### config.mk
export PLATFORM = sky130hd
export DESIGN_NAME = f1_start_lights_fsm
export DESIGN_NICKNAME = d
export VERILOG_FILES = /design/src/rtl/f1_start_lights_fsm.sv
export SDC_FILE = /design/constraint.sdc
export NUM_CORES = 1
export LEC_CHECK = 0
export CORE_UTILIZATION = 53
export CTS_CLUSTER_SIZE = 12
export DETAILED_ROUTE_END_ITERATION = 8
export PLACE_DENSITY = 0.79
export SLEW_MARGIN = 20
export SYNTH_ARGS = -nofsm -noshare
export SYNTH_HDL_FRONTEND = slang
export SYNTH_SLANG_ARGS = --single-unit
### constraint.sdc
create_clock -name clk -period 2.14 [get_ports clk]
set_clock_uncertainty 0.05 [all_clocks]
set_input_delay 0.321 -clock clk [delete_from_list [all_inputs] [get_ports clk]]
set_output_delay 0.321 -clock clk [all_outputs]
set_load 0.01 [all_outputs]
### src/rtl/f1_start_lights_fsm.sv
// rtl/f1_start_lights_fsm.sv - start-light sequencer with reaction timing, jump-start and best-time tracking
module f1_start_lights_fsm #(
   parameter int N_LIGHTS = 10,
   parameter int RT_WIDTH = 14
) (
   input  logic                clk,
   input  logic                rst_n,
   input  logic                tick_step,
   input  logic                tick_ms,
   input  logic                trigger,
   input  logic                time_out,
   output logic                en_lfsr,
   output logic                start_delay,
   output logic [N_LIGHTS-1:0] ledr,
   output logic [RT_WIDTH-1:0] rt_ms,
   output logic                rt_valid,
   output logic [RT_WIDTH-1:0] best_ms,
   output logic                jump_start,
   output logic                busy
);

   localparam logic [2:0] S_IDLE       = 3'd0;
   localparam logic [2:0] S_LIGHTING   = 3'd1;
   localparam logic [2:0] S_WAIT_DELAY = 3'd2;
   localparam logic [2:0] S_MEASURE    = 3'd3;
   localparam logic [2:0] S_DONE       = 3'd4;
   localparam logic [2:0] S_FAULT      = 3'd5;

   localparam logic [N_LIGHTS-1:0] LIGHTS_ON  = '1;
   localparam logic [N_LIGHTS-1:0] LIGHTS_OFF = '0;
   localparam logic [RT_WIDTH-1:0] RT_MAX     = '1;
   localparam logic [RT_WIDTH-1:0] RT_ONE     = {{(RT_WIDTH-1){1'b0}}, 1'b1};

   logic [2:0]          state;
   logic [2:0]          state_nx;
   logic [N_LIGHTS-1:0] ledr_nx;
   logic [RT_WIDTH-1:0] ms_cnt;
   logic [RT_WIDTH-1:0] ms_cnt_nx;
   logic [RT_WIDTH-1:0] rt_nx;
   logic [RT_WIDTH-1:0] best_nx;
   logic                start_nx;
   logic                valid_nx;

   // Trigger is checked first in every state so a jump start always beats a tick or time_out.
   always_comb begin
      state_nx  = state;
      ledr_nx   = ledr;
      ms_cnt_nx = ms_cnt;
      rt_nx     = rt_ms;
      best_nx   = best_ms;
      start_nx  = 1'b0;
      valid_nx  = 1'b0;
      case (state)
         S_IDLE: begin
            ledr_nx = LIGHTS_OFF;
            if (trigger) begin
               state_nx = S_LIGHTING;
            end
         end
         S_LIGHTING: begin
            if (trigger) begin
               state_nx = S_FAULT;
               ledr_nx  = LIGHTS_ON;
            end else if (tick_step) begin
               ledr_nx = {ledr[N_LIGHTS-2:0], 1'b1};
               if (&ledr[N_LIGHTS-2:0]) begin
                  state_nx = S_WAIT_DELAY;
                  start_nx = 1'b1;
               end
            end
         end
         S_WAIT_DELAY: begin
            ledr_nx = LIGHTS_ON;
            if (trigger) begin
               state_nx = S_FAULT;
            end else if (time_out) begin
               state_nx  = S_MEASURE;
               ledr_nx   = LIGHTS_OFF;
               ms_cnt_nx = '0;
            end
         end
         S_MEASURE: begin
            ledr_nx = LIGHTS_OFF;
            if (trigger) begin
               // Capture excludes any tick_ms landing in the same cycle as the press.
               state_nx = S_DONE;
               rt_nx    = ms_cnt;
               valid_nx = 1'b1;
               if (ms_cnt < best_ms) begin
                  best_nx = ms_cnt;
               end
            end else if (tick_ms && (ms_cnt != RT_MAX)) begin
               ms_cnt_nx = ms_cnt + RT_ONE;
            end
         end
         S_DONE: begin
            ledr_nx = LIGHTS_OFF;
            if (trigger) begin
               state_nx = S_LIGHTING;
            end
         end
         S_FAULT: begin
            if (trigger) begin
               state_nx = S_LIGHTING;
               ledr_nx  = LIGHTS_OFF;
            end else if (tick_step) begin
               ledr_nx = ~ledr;
            end
         end
         default: begin
            state_nx = S_IDLE;
            ledr_nx  = LIGHTS_OFF;
         end
      endcase
   end

   // Level outputs are decoded from the next state so they line up with ledr and state.
   always_ff @(posedge clk) begin
      if (!rst_n) begin
         state       <= S_IDLE;
         ledr        <= LIGHTS_OFF;
         ms_cnt      <= '0;
         rt_ms       <= '0;
         best_ms     <= RT_MAX;
         rt_valid    <= 1'b0;
         start_delay <= 1'b0;
         en_lfsr     <= 1'b1;
         jump_start  <= 1'b0;
         busy        <= 1'b0;
      end else begin
         state       <= state_nx;
         ledr        <= ledr_nx;
         ms_cnt      <= ms_cnt_nx;
         rt_ms       <= rt_nx;
         best_ms     <= best_nx;
         rt_valid    <= valid_nx;
         start_delay <= start_nx;
         en_lfsr     <= !((state_nx == S_WAIT_DELAY) || (state_nx == S_MEASURE));
         jump_start  <= (state_nx == S_FAULT);
         busy        <= (state_nx == S_LIGHTING) || (state_nx == S_WAIT_DELAY) ||
                        (state_nx == S_MEASURE);
      end
   end

endmodule

==> results.md, run 1 <==
- Period minus WS final: 1.96 ns
- Final setup fails: 0
- Vias in the first global route: 2670
- Worst R2R Start: ms_cnt[0]
- Clock buffer depth: 2
- Initial Util: 0.548
- Postcts setup bufs: 0
- Syn. warnings: 0
- Die area: 0.00596 mm²
- Most common cell after layout, fill and taps aside: dfxtp_1
- CP max stage cell: or4b_4
- Synth Instances: 358
- TritonCTS clock tree: built
- Share of cells above drive strength 1: 0.115
- DR DRC count: 0
- Crit path launch type: flop
- Crit-path max cell delay: 0.59 ns
- Root Driver: clkbuf_8
- DPL Wire Length: 5.11 mm
- RR Endpoint: ms_cnt[3]
- Routability cong.: 0.851
- IO Pins: 49
- Syn nets: 378
- PD cells: 569 mW/mm²
- Area growth syn-to-layout: 30.0%
- CP endpoint: ms_cnt[3]
- Worst Path Arrival: 2.13 ns
- Outcome: complete, no violations
- # rows: 27
- Worst r2r path cells: 6
- N_diodes: 0
- Gr usage total: 0.258
- Maxcap violations: 0
- DRT iter0 DRCs: 176
- Crit path cell chain: ha_1, nand3_1, or4b_4, o2111ai_1, xor2_1, nor2_1
- Yosys reg bits: 60
- Largest net degree at the start of global routing: 22
- Crit. path cell count: 6
- Post-Route Utilization: 0.712
- Drt via density: 5.72
- Distinct cells, synth: 47
- Worst VDD drop: 0.431 mV
- Cell family with most CP delay: simple AND/OR/NAND/NOR gates
- Ys flop type: dfxtp_1
- WP buf/inv: 0
- Area fraction of the dominant cell type after synthesis: 0.401
- Setup TNS: 0 ns
- CORE AREA: 0.00547 mm²
- Syn_area_per_cell: 8.37 µm²
- Worst hold-check path type: reg2reg
- Largest area contributor in the netlist: dfxtp_1
- DRT Pass-1 Iters: 4
- Worst R2R Setup Slack: 0.18 ns
- Worst Tran Pin Value: 0.501 ns
- Die W: 77.2 µm
- Async S/R FF share, synth: 0
- Seq/Total Area, Yosys: 0.401
- Max Fclk: 511 MHz
- H-Tree Depth: 3
- CTS buffer count: 9
- IO buf count: 48
- CP Class: reg2reg
- Post-CTS Hold Buffers: 0
- Clock transition at path regs: 0.06 ns
- Worst-Skew Late Latency: 0.33 ns
- CP Capture Type: flop
- Final wirelength: 7.24 mm
- Die Y: 77.2 µm
- Initial antenna violation count: 0
- Largest fanout on the critical path: 6
- Clock tree sinks: 60
- Post-synth EDFFs: 0
- Leakage: 1.61 nW
- Via count: 2856
- First-pass GRT wire length: 12.3 mm
- Fin crit share: 0.914
- Drt wl/cell: 14.5 µm
- RSZ-0062 raised after global routing: false
- Post-synthesis cell area: 0.00300 mm²
- Slew Viols, Final: 0
- Final ANT Viol Nets: 0
- Post-layout nets: 442
- Critical path origin: ms_cnt[0]
- Final Hold Fails: 0
- WP data required: 2.32 ns
- Top cells by area, synth: dfxtp_1, o211ai_1, nand2_1
- Grt ovf: 0
- Slew Limit Headroom: 0.663
- Most frequent cells in the layout: dfxtp_1, clkdlybuf4s50_1, nand2_1
==> report_power, final <==
| part | internal, W | switching (W) |
|---|---|---|
| clock network | 0.000515 | 0.000425 |
| registers | 0.00113 | 0.00000744 |
| logic | 0.0000671 | 0.0000761 |
==> cell usage after synthesis (4+ instances only) <==
cell	instances
a21boi_0	4
a21boi_1	10
a21oi_1	19
and2_1	15
and3_1	6
buf_2	5
clkbuf_1	16
dfxtp_1	60
ha_1	14
inv_1	18
nand2_1	47
nand2b_1	5
nand3_1	6
nand4_1	8
nor2_1	19
o211ai_1	32
o21ai_0	16
o22ai_1	10
xor2_1	6
==> worst register-to-register path, cell delays in order, from the launching register on <==
cell and delay, ns:
dfxtp_1 0.33, ha_1 0.24, nand3_1 0.14, or4b_4 0.59
o2111ai_1 0.27, xor2_1 0.17, nor2_1 0.05
==> metal layers <==
layer | global-route usage | routed length, µm | vias up | share of wire
met5 | 0 | 0 | - | 0
met4 | 0.117 | 134 | 0 | 0.019
met3 | 0.0429 | 313 | 12 | 0.043
met2 | 0.442 | 3580 | 79 | 0.49
met1 | 0.314 | 3220 | 1355 | 0.44
li1 | - | - | 1410 | -
==> layout make-up <==
cell class	instances	area [µm²]
multi-input cells	256	1630
flip-flops and latches	60	1200
well taps	72	90.1
fillers	471	1580
clock buffers	15	176
inverters	18	67.6
clock inverters	1	5.00
repair buffers	77	723
==> kinds of logic after synthesis <==
kind of cell | after synthesis | synth area share
and+or+nand+nor | 125 | 0.218
AOI/OAI and AO/OA | 109 | 0.243
muxes | 2 | 0.00668
DFF | 60 | 0.401
xor gates and xnor gates | 6 | 0.0175
adders and majority gates | 14 | 0.0584
buffers and inverters | 42 | 0.0559
==> through the flow <==
step,area (µm²),std cells,hold slack [ns],setup slack (ns),power [W]
after floorplan,3000,358,0.429,0.204,0.00124
after global placement,3710,483,0.397,0.0964,0.00130
after detailed placement,3710,483,0.397,0.0461,0.00130
after CTS,3890,499,0.405,0.0704,0.00223
after global routing,3900,499,0.432,0.0947,0.00229
final,3900,499,0.403,0.183,0.00222
==> flip-flops by register name, summed over array words and instances, names as in the netlist <==
register	cells
ms_cnt	14
rt_valid	1
rt_ms	14
state	3
jump_start	1
en_lfsr	1
best_ms	14
busy	1
start_delay	1
ledr	10
==> repair_timing <==
action / CTS / global route
endpoints found under the setup margin: 0 / 5
hold endpoints to repair: 0 / 0
gates resized for setup: 0 / 1
==> worst min path at each step <==
| stage | from | endpoint | slack (ns) | depth (start not counted) |
|---|---|---|---|---|
| after detailed placement | rt_ms[9] | rt_ms[9] | 0.40 | 2 |
| after global placement | rt_ms[7] | rt_ms[7] | 0.40 | 2 |
| after floorplan | rt_ms[10] | rt_ms[10] | 0.43 | 2 |
| after global routing | rt_ms[9] | rt_ms[9] | 0.43 | 2 |
| final | rt_ms[9] | rt_ms[9] | 0.40 | 2 |
| after CTS | rt_ms[9] | rt_ms[9] | 0.41 | 2 |
(Power assumes the default switching activity.)
==> run 2, diff against run 1 <==
--- a/config.mk
+++ b/config.mk
@@ -5,11 +5,11 @@
 export SDC_FILE = /design/constraint.sdc
 export NUM_CORES = 1
 export LEC_CHECK = 0
-export CORE_UTILIZATION = 53
+export CORE_UTILIZATION = 63
 export CTS_CLUSTER_SIZE = 12
 export DETAILED_ROUTE_END_ITERATION = 8
+export DONT_BUFFER_PORTS = 1
 export PLACE_DENSITY = 0.79
-export SLEW_MARGIN = 20
 export SYNTH_ARGS = -nofsm -noshare
 export SYNTH_HDL_FRONTEND = slang
 export SYNTH_SLANG_ARGS = --single-unit
==> run 2 against run 1 <==
Against the previous run: the run now ends with design-rule violations left; final cell count down 14%; routed wire length is 7.6% lower; die area decreased by 15%; sequential share of layout area up 5.0 points; worst setup slack got worse by 0.0049 ns; clock power rose by 2.8%; combinational power decreased by 40%; critical path depth unchanged; register-to-register slack is essentially flat; non-clock buffer count down 50; global-route usage grew 3.3 points; critical endpoint is now ms_cnt[1]; largest power group unchanged.
==> results.md, run 2 (synthesis results as in run 1) <==
- DRT Pass-1 Iters: 8
- DPL Wire Length: 4.68 mm
- Final Hold Fails: 0
- Clk pwr share: 0.440
- CTS buffer count: 9
- Grt ovf: 0
- Hold_sp: rst_n
- Total net switching power: 0.000496 W
- RSZ-0062 raised after global routing: false
- Post-layout nets: 392
- Via count: 2641
- Worst R2R Setup Slack: 0.18 ns
- Regs by FF count: best_ms: 14 flops, ms_cnt: 14 flops, rt_ms: 14 flops
- CORE AREA: 0.00447 mm²
- Combinational Power Share: 0.039
- Crit path launch type: flop
- WP data required: 2.33 ns
- Die W: 71.0 µm
- Postcts setup bufs: 0
- Finished Layout Cells: 429
- Largest net degree at the start of global routing: 45
- Clock tree sinks: 60
- Final setup fails: 0
- Worst r2r path cells: 6
- Drt wl/cell: 15.6 µm
- IO Pins: 49
- Share of cells above drive strength 1: 0.127
- Hold depth: 1
- RR Endpoint: ms_cnt[1]
- Hold Crit Endpoint: best_ms[11]
- Clock transition at path regs: 0.07 ns
- Die area: 0.00504 mm²
- Period minus WS final: 1.96 ns
- Worst R2R Start: ms_cnt[0]
- N_diodes: 0
- Clock buffer depth: 2
- Worst-Skew Late Latency: 0.34 ns
- Gr usage total: 0.291
- TritonCTS clock tree: built
- Post-CTS Hold Buffers: 0
- Root Driver: clkbuf_8
- Worst Path Arrival: 2.15 ns
- Worst hold-check path type: in2reg
- Largest fanout on the critical path: 6
- PD cells: 654 mW/mm²
- Fin crit share: 0.917
- Worst VDD drop: 0.535 mV
- Most frequent cells in the layout: dfxtp_1, nand2_1, o211ai_1
- Routability cong.: 0.902
- Final wirelength: 6.69 mm
- Initial Util: 0.670
- Vias in the first global route: 2637
- H-Tree Depth: 3
- Outcome: finished, violations left
- Failing checks: design-rule violations
- Final ANT Viol Nets: 0
- Slew Limit Headroom: 0.698
- Sw Ratio: 0.226
- Die Y: 71.0 µm
- First-pass GRT wire length: 11.6 mm
- P_int: 0.00170 W
- IO buf count: 0
- # rows: 24
- Drt via density: 6.16
- Slew Viols, Final: 0
- DRT iter0 DRCs: 176
- DR DRC count: 6
- Leakage: 1.41 nW
- Max Fclk: 510 MHz
- Maxcap violations: 0
- Most common cell after layout, fill and taps aside: dfxtp_1
- Dpl cells: 413
- Flop pwr share: 0.520
- Worst Tran Pin Value: 0.449 ns
- Setup TNS: 0 ns
- Initial antenna violation count: 0
- CP Capture Type: flop
- Area growth syn-to-layout: 11.9%
- CP Class: reg2reg
run 2: power by group through the flow:
stage                     Clock [W]  Combinational (W)  Sequential (W)
after global placement            0          0.0000822         0.00117
after detailed placement          0          0.0000850         0.00117
final                      0.000966          0.0000862         0.00114
after CTS                  0.000985          0.0000855         0.00114
after floorplan                   0          0.0000835         0.00116
after global routing        0.00104          0.0000962         0.00114
run 2: final cells by class:
class,instances,area (µm²)
Clock buffer,11,131
Clock inverter,5,52.6
Fill cell,341,1120
Inverter,18,67.6
Multi-Input combinational cell,256,1630
Sequential cell,60,1200
Tap cell,52,65.1
Timing Repair Buffer,27,203
run 2: metrics by stage:
step                      utilization  worst slack [ns]  total power, W  cell area [µm²]  hold slack (ns)
after floorplan                     -             0.204         0.00124             3000            0.429
after global placement          0.707             0.175         0.00125             3170            0.367
after detailed placement        0.707             0.112         0.00125             3170            0.371
after CTS                       0.749            0.0907         0.00221             3350           0.0102
after global routing            0.749            0.0327         0.00228             3350           0.0113
final                           0.749             0.179         0.00219             3350           0.0222
run 2: critical path, cell delays in order, from the launching register on:
cell and delay [ns]:
dfxtp_1 0.33, ha_1 0.25, nand3_1 0.14, or4b_4 0.57, o21ai_2 0.24, mux2i_1 0.22
nor2_1 0.05
run 2: worst max-delay path by stage:
| stage | startpoint | end | slack, ns | depth (start not counted) |
|---|---|---|---|---|
| after floorplan | best_ms[8] | best_ms[0] | 0.20 | 8 |
| after global placement | state[0] | ms_cnt[13] | 0.17 | 5 |
| after detailed placement | ms_cnt[0] | ms_cnt[1] | 0.11 | 6 |
| after CTS | ms_cnt[0] | ms_cnt[1] | 0.09 | 6 |
| after global routing | best_ms[1] | best_ms[7] | 0.03 | 7 |
| final | ms_cnt[0] | ms_cnt[1] | 0.18 | 6 |
run 2: repair_timing:
item                       in CTS  in global routing
setup endpoints to repair       0                  4
hold endpoints to repair        0                  0
gates resized for setup         0                  1
run 2: per-layer routing:
| layer | share of wire | global-route usage | up-vias | wire length (µm) |
|---|---|---|---|---|
| met5 | 0 | 0 | - | 0 |
| met4 | 0.019 | 0.113 | 0 | 127 |
| met3 | 0.054 | 0.103 | 11 | 363 |
| met2 | 0.51 | 0.507 | 68 | 3400 |
| met1 | 0.42 | 0.325 | 1247 | 2800 |
| li1 | - | - | 1315 | - |
